===== config.mk =====
export PLATFORM = sky130hd
export DESIGN_NAME = aqfp_vector_launcher
export DESIGN_NICKNAME = d
export VERILOG_FILES = /design/src/rtl/aqfp_bench_pkg.sv /design/src/rtl/aqfp_result_fifo.sv /design/src/rtl/aqfp_result_fifo_chk.sv /design/src/rtl/aqfp_vector_launcher.sv
export SDC_FILE = /design/constraint.sdc
export NUM_CORES = 1
export LEC_CHECK = 0
export CAP_MARGIN = 20
export CORE_AREA = 10 10 139 141
export CTS_BUF_LIST = sky130_fd_sc_hd__clkbuf_4 sky130_fd_sc_hd__clkbuf_8
export CTS_CLUSTER_SIZE = 30
export DETAILED_ROUTE_END_ITERATION = 10
export DIE_AREA = 0 0 149 151
export GPL_TIMING_DRIVEN = 0
export PLACE_DENSITY_LB_ADDON = 0.08
export SYNTH_ARGS = -nofsm -noshare
export SYNTH_HDL_FRONTEND = slang
export SYNTH_SLANG_ARGS = --single-unit

===== constraint.sdc =====
create_clock -name clk -period 9.8 [get_ports clk]
set_input_delay 0.98 -clock clk [delete_from_list [all_inputs] [get_ports clk]]
set_output_delay 0.98 -clock clk [all_outputs]
set_load 0.1 [all_outputs]

===== src/rtl/aqfp_bench_pkg.sv =====
// Shared defaults, FSM state and result record for the AQFP vector launcher.
// The result record uses the default core output and tag widths.
package aqfp_bench_pkg;

  localparam int NI_DEF         = 16;
  localparam int NO_DEF         = 5;
  localparam int LATENCY_DEF    = 4;
  localparam int FIFO_DEPTH_DEF = 8;
  localparam int SEQ_W_DEF      = 8;

  typedef enum logic {
    RUN   = 1'b0,
    DRAIN = 1'b1
  } launcher_state_e;

  typedef struct packed {
    logic [NO_DEF-1:0]    vec;
    logic [SEQ_W_DEF-1:0] seq;
  } result_t;

endpackage


===== src/rtl/aqfp_result_fifo.sv =====
// First-word-fall-through result buffer; pointers carry one extra wrap bit
// so full and empty are distinguishable without a separate flag.
module aqfp_result_fifo
  import aqfp_bench_pkg::*;
#(
  parameter int W     = $bits(result_t),
  parameter int DEPTH = FIFO_DEPTH_DEF
) (
  input  logic                   clk,
  input  logic                   rst,
  input  logic                   push,
  input  logic [W-1:0]           wdata,
  input  logic                   pop,
  output logic [W-1:0]           rdata,
  output logic                   empty,
  output logic [$clog2(DEPTH):0] count
);

  localparam int AW = $clog2(DEPTH);
  localparam logic [AW:0] DEPTH_C = (AW+1)'(DEPTH);
  localparam logic [AW:0] PTR_ONE = {{AW{1'b0}}, 1'b1};

  logic [AW:0]  wr_ptr_r;
  logic [AW:0]  rd_ptr_r;
  logic [W-1:0] mem_r [DEPTH];
  logic         full_s;

  assign count  = wr_ptr_r - rd_ptr_r;
  assign empty  = (count == {(AW+1){1'b0}});
  assign full_s = (count == DEPTH_C);
  assign rdata  = mem_r[rd_ptr_r[AW-1:0]];

  // Pointer and storage update; storage is cleared so the head reads zero after reset.
  always_ff @(posedge clk) begin
    if (rst) begin
      wr_ptr_r <= {(AW+1){1'b0}};
      rd_ptr_r <= {(AW+1){1'b0}};
      for (int i = 0; i < DEPTH; i++) begin
        mem_r[i] <= {W{1'b0}};
      end
    end else begin
      if (push && !full_s) begin
        mem_r[wr_ptr_r[AW-1:0]] <= wdata;
        wr_ptr_r                <= wr_ptr_r + PTR_ONE;
      end
      if (pop && !empty) begin
        rd_ptr_r <= rd_ptr_r + PTR_ONE;
      end
    end
  end

  aqfp_result_fifo_chk u_chk (
    .clk  (clk),
    .rst  (rst),
    .push (push),
    .full (full_s)
  );

endmodule


===== src/rtl/aqfp_result_fifo_chk.sv =====
// Checker for the result FIFO: a push must never land on a full buffer.
module aqfp_result_fifo_chk (
  input logic clk,
  input logic rst,
  input logic push,
  input logic full
);

  // Flag any write attempted while the buffer is full.
  always_ff @(posedge clk) begin
    if (!rst) begin
      assert (!(push && full));
    end
  end

endmodule


===== src/rtl/aqfp_vector_launcher.sv =====
// Drives input vectors into a fixed-latency core, samples its outputs LATENCY
// cycles later and queues tagged results; credits keep the buffer from overflowing.
module aqfp_vector_launcher
  import aqfp_bench_pkg::*;
#(
  parameter int NI         = NI_DEF,
  parameter int NO         = NO_DEF,
  parameter int LATENCY    = LATENCY_DEF,
  parameter int FIFO_DEPTH = FIFO_DEPTH_DEF,
  parameter int SEQ_W      = SEQ_W_DEF
) (
  input  logic             clk,
  input  logic             rst,
  input  logic             in_valid,
  output logic             in_ready,
  input  logic [NI-1:0]    in_vec,
  output logic [NI-1:0]    core_x,
  input  logic [NO-1:0]    core_y,
  output logic             out_valid,
  input  logic             out_ready,
  output logic [NO-1:0]    out_vec,
  output logic [SEQ_W-1:0] out_seq,
  input  logic             flush,
  output logic             flush_done
);

  localparam int CW = $clog2(FIFO_DEPTH) + 1;
  localparam logic [CW-1:0]    CREDIT_MAX = CW'(FIFO_DEPTH);
  localparam logic [CW-1:0]    CREDIT_ONE = {{(CW-1){1'b0}}, 1'b1};
  localparam logic [SEQ_W-1:0] SEQ_ONE    = {{(SEQ_W-1){1'b0}}, 1'b1};

  launcher_state_e  state_r;
  launcher_state_e  state_next_s;
  logic [CW-1:0]    credit_r;
  logic [CW-1:0]    credit_next_s;
  logic             in_ready_r;
  logic [NI-1:0]    core_x_r;
  logic [SEQ_W-1:0] seq_r;
  logic [LATENCY-1:0] pipe_v_r;
  logic [SEQ_W-1:0] pipe_tag_r [LATENCY];

  logic             accept_s;
  logic             push_s;
  logic             pop_s;
  logic             drained_s;
  logic             fifo_empty_s;
  logic [CW-1:0]    fifo_count_s;
  result_t          push_data_s;
  result_t          head_s;

  assign accept_s    = in_valid & in_ready_r;
  assign push_s      = pipe_v_r[LATENCY-1];
  assign pop_s       = out_valid & out_ready;
  assign drained_s   = (pipe_v_r == {LATENCY{1'b0}}) && (fifo_count_s == {CW{1'b0}});
  assign push_data_s = '{vec: core_y, seq: pipe_tag_r[LATENCY-1]};

  assign in_ready  = in_ready_r;
  assign core_x    = core_x_r;
  assign out_valid = ~fifo_empty_s;
  assign out_vec   = head_s.vec;
  assign out_seq   = head_s.seq;

  // FSM state register.
  always_ff @(posedge clk) begin
    if (rst) begin
      state_r <= RUN;
    end else begin
      state_r <= state_next_s;
    end
  end

  // FSM next state: flush opens a drain, which closes once nothing is outstanding.
  always_comb begin
    state_next_s = state_r;
    case (state_r)
      RUN:     state_next_s = flush ? DRAIN : RUN;
      DRAIN:   state_next_s = drained_s ? RUN : DRAIN;
      default: state_next_s = RUN;
    endcase
  end

  // FSM outputs: drain completion is signalled in the cycle that leaves DRAIN.
  always_comb begin
    flush_done = 1'b0;
    case (state_r)
      RUN:     flush_done = 1'b0;
      DRAIN:   flush_done = drained_s;
      default: flush_done = 1'b0;
    endcase
  end

  // Credit net change: an accept consumes one, a pop returns one; a capture only moves it.
  always_comb begin
    credit_next_s = credit_r;
    case ({accept_s, pop_s})
      2'b10:   credit_next_s = credit_r - CREDIT_ONE;
      2'b01:   credit_next_s = credit_r + CREDIT_ONE;
      default: credit_next_s = credit_r;
    endcase
  end

  // Credit counter and registered admission, so out_ready never reaches in_ready combinationally.
  always_ff @(posedge clk) begin
    if (rst) begin
      credit_r   <= CREDIT_MAX;
      in_ready_r <= 1'b0;
    end else begin
      credit_r   <= credit_next_s;
      in_ready_r <= (state_next_s == RUN) && (credit_next_s != {CW{1'b0}});
    end
  end

  // Core drive, sequence tagging and the in-flight delay pipe.
  always_ff @(posedge clk) begin
    if (rst) begin
      core_x_r <= {NI{1'b0}};
      seq_r    <= {SEQ_W{1'b0}};
      pipe_v_r <= {LATENCY{1'b0}};
      for (int i = 0; i < LATENCY; i++) begin
        pipe_tag_r[i] <= {SEQ_W{1'b0}};
      end
    end else begin
      pipe_v_r[0]   <= accept_s;
      pipe_tag_r[0] <= seq_r;
      for (int i = 1; i < LATENCY; i++) begin
        pipe_v_r[i]   <= pipe_v_r[i-1];
        pipe_tag_r[i] <= pipe_tag_r[i-1];
      end
      if (accept_s) begin
        core_x_r <= in_vec;
        seq_r    <= seq_r + SEQ_ONE;
      end
    end
  end

  aqfp_result_fifo #(
    .W     ($bits(result_t)),
    .DEPTH (FIFO_DEPTH)
  ) u_fifo (
    .clk   (clk),
    .rst   (rst),
    .push  (push_s),
    .wdata (push_data_s),
    .pop   (pop_s),
    .rdata (head_s),
    .empty (fifo_empty_s),
    .count (fifo_count_s)
  );

endmodule


==> reports/results.tsv <==
metric	value	unit
worstPathArrival	3780	ps
clk_pin_slew_worst_paths	90	ps
yosysWarnings	0	
die-area	22500	µm²
cts_setup_buffers	0	
finalHoldViolations	0	
die_y	151	µm
clock_latency	470	ps
synth_fp_nets	642	
ys.flop_type	edfxtp_1	
grt_usage	16.1	%
worstSetupPathType	flip-flop to output port	
cp.required	8820	ps
grt_setup_unrepaired	no	
cp_max_fo	10	
nets	725	
synth_area_leader_cell	edfxtp_1	
yosysMostFrequentCell	nor2_1	
finalPower	2.07	mW
ctsLongestPathBuffers	2	
post_synth_instance_area	7360	µm²
dpl.hpwl	11100	µm
p_leak	2.92	nW
grt_antenna_before_repair	0	
fmaxAchievable	210	MHz
fin_ws	5040	ps
io_pins	58	
powerDensity	238	nW/µm²
hold_buffers	0	
wl_per_cell	18.3	µm
start_util	44.7	%
clkSinkCount	181	
endpoint_kind	output port	
htreeDepth	4	
skew	11.2	ps
grt.busiest_layer	met2	
rows	47	
cts_tree	built	
grt_start_max_net_pins	17	
diodes	0	
drc	0	
drt-pass1-iter-count	5	
multi_input_area	2510	µm²
period_share	48.5	%
start_kind	flip-flop	
final_cells	922	
synth_seq_cells	181	
peakVddDrop	221	µV
cts_resized	0	
yosysUniqueCellTypes	42	
die_w	149	µm
area_growth	18.5	%
vias	4743	
grt_util_met3	4.71	%
yosys-top-cells-count	123 x nor2_1, 104 x edfxtp_1, 77 x dfxtp_1	
setup_violations	0	
layout.area.seq	4660	µm²
cts_made_buffers	17	
grt_util_met1	18.8	%
status	finished, final reports clean	
ys_async_sr_fraction	0	%
syn_avg_cell_area	12.1	µm²
worst_pin_slew	1010	ps
place_congestion	0.768	
finalSetupTns	0	ps
slew_headroom	32.4	%
synth_edf_count	104	
fillers	1417	
dp_worst_setup_slack	5390	ps
viasPerCell	5.14	
grt_overflow_total	0	
core	16500	µm²
grt_pass1_wl	27300	µm
postRouteAntennaNets	0	
drtIter0Drc	256	
grt_pass1_vias	4999	
period_needed	4760	ps
ys_seq_area_share	63.4	%
io_buffer_count	57	
hp-class	flip-flop to flip-flop	
grt.met2_usage	27.6	%
place_inst	890	
synth_cells	606	
slew_viol_final	0	
root_buffer	clkbuf_8	
final_layout_size_suffix_gt1_share	14.2	%
wirelength	16900	µm
drv_cap	0	
yosys-top-cells-area	edfxtp_1 42%, dfxtp_1 21%, mux4_2 8.0%, nor2_1 6.3%, nand2_1 3.7%	
yosys.area.top_type_share	42.4	%
## routing by layer
| metal | wire length [µm] | up-vias |
|---|---|---|
| li1 | - | 2288 |
| met1 | 6960 | 2312 |
| met2 | 8610 | 122 |
| met3 | 1030 | 21 |
| met4 | 271 | 0 |
| met5 | 0 | - |
## cells by family after synthesis
logic type	count (synthesis)	share of synthesized area [%]
adder cells (fa/ha/maj)	10	1.80
XOR/XNOR	10	1.19
flip-flops	181	63.4
AND/OR/NAND/NOR	264	16.0
buffers and inverters	45	2.94
AO/OA/AOI/OAI	55	4.45
multiplexers	41	10.3
## layout make-up
class                   count  share of cell area, %
flip-flops and latches    181                   53.5
multi-input cells         380                   28.8
repair buffers             64                   7.75
clock buffers              21                   3.24
well taps                 220                   3.16
plain buffers              33                   1.97
clock inverters            11                   1.12
inverters                  12                  0.517
## critical path, cell delays in order (launching register included)
cell             delay, ps
dfxtp_1                600
ha_1                   330
nand3b_1               160
a21oi_1                130
or2_2                  300
clkbuf_1               190
or2_2                  330
nor2_1                 120
clkdlybuf4s50_1       1150
## where the power goes
part           total, mW  switching [mW]  internal [mW]
registers          0.868          0.0237          0.844
clock network      0.488           0.263          0.225
logic              0.716           0.480          0.236
total               2.07           0.767           1.31
## worst paths after layout
kind,slack [ps],start,endpoint,cells past startpoint
worst min-delay path,440,pipe_tag_r[0][23],pipe_tag_r[0][31],1
worst max-delay path,5040,u_fifo.wr_ptr_r[1],flush_done,8
worst max register to register,6040,u_fifo.wr_ptr_r[1],in_ready,15
worst min register to register,440,pipe_tag_r[0][23],pipe_tag_r[0][31],1
## registers in the layout, summed over array words and instances (netlist names), named ones only
register / flops
pipe_v_r: 4
seq_r: 8
u_fifo.rd_ptr_r: 4
state_r: 1
credit_r: 4
in_ready: 1
u_fifo.mem_r: 104
pipe_tag_r: 32
core_x: 16
u_fifo.wr_ptr_r: 4
## layout by cell type, fill, tap and decap left out, types with 3 or more instances in the layout
cell type,synthesis,final
a21oi_1,28,28
and2_1,3,3
and3_1,3,3
buf_6,6,6
buf_8,0,7
clkbuf_1,24,24
clkbuf_8,0,20
clkdlybuf4s50_1,0,57
dfxtp_1,77,77
edfxtp_1,104,104
ha_1,9,9
inv_1,11,13
inv_4,0,3
mux2_2,15,15
mux4_2,26,26
nand2_1,72,72
nand3_1,6,6
nand4_1,5,5
nor2_1,123,123
nor2b_1,36,36
o21ai_0,13,5
o21ai_2,0,8
o311ai_0,3,3
or3_1,3,3
xnor2_1,3,3
xor2_1,7,7
## through the flow
| step | hold slack [ps] | util, % | area (µm²) |
|---|---|---|---|
| after floorplan | 414 | - | 7360 |
| after global placement | 418 | 49.8 | 8200 |
| after detailed placement | 425 | 50.6 | 8340 |
| after CTS | 447 | 53.0 | 8720 |
| after global routing | 462 | 53.0 | 8720 |
| final | 441 | 53.0 | 8720 |
Note: power is estimated with default switching activity, not from simulation.
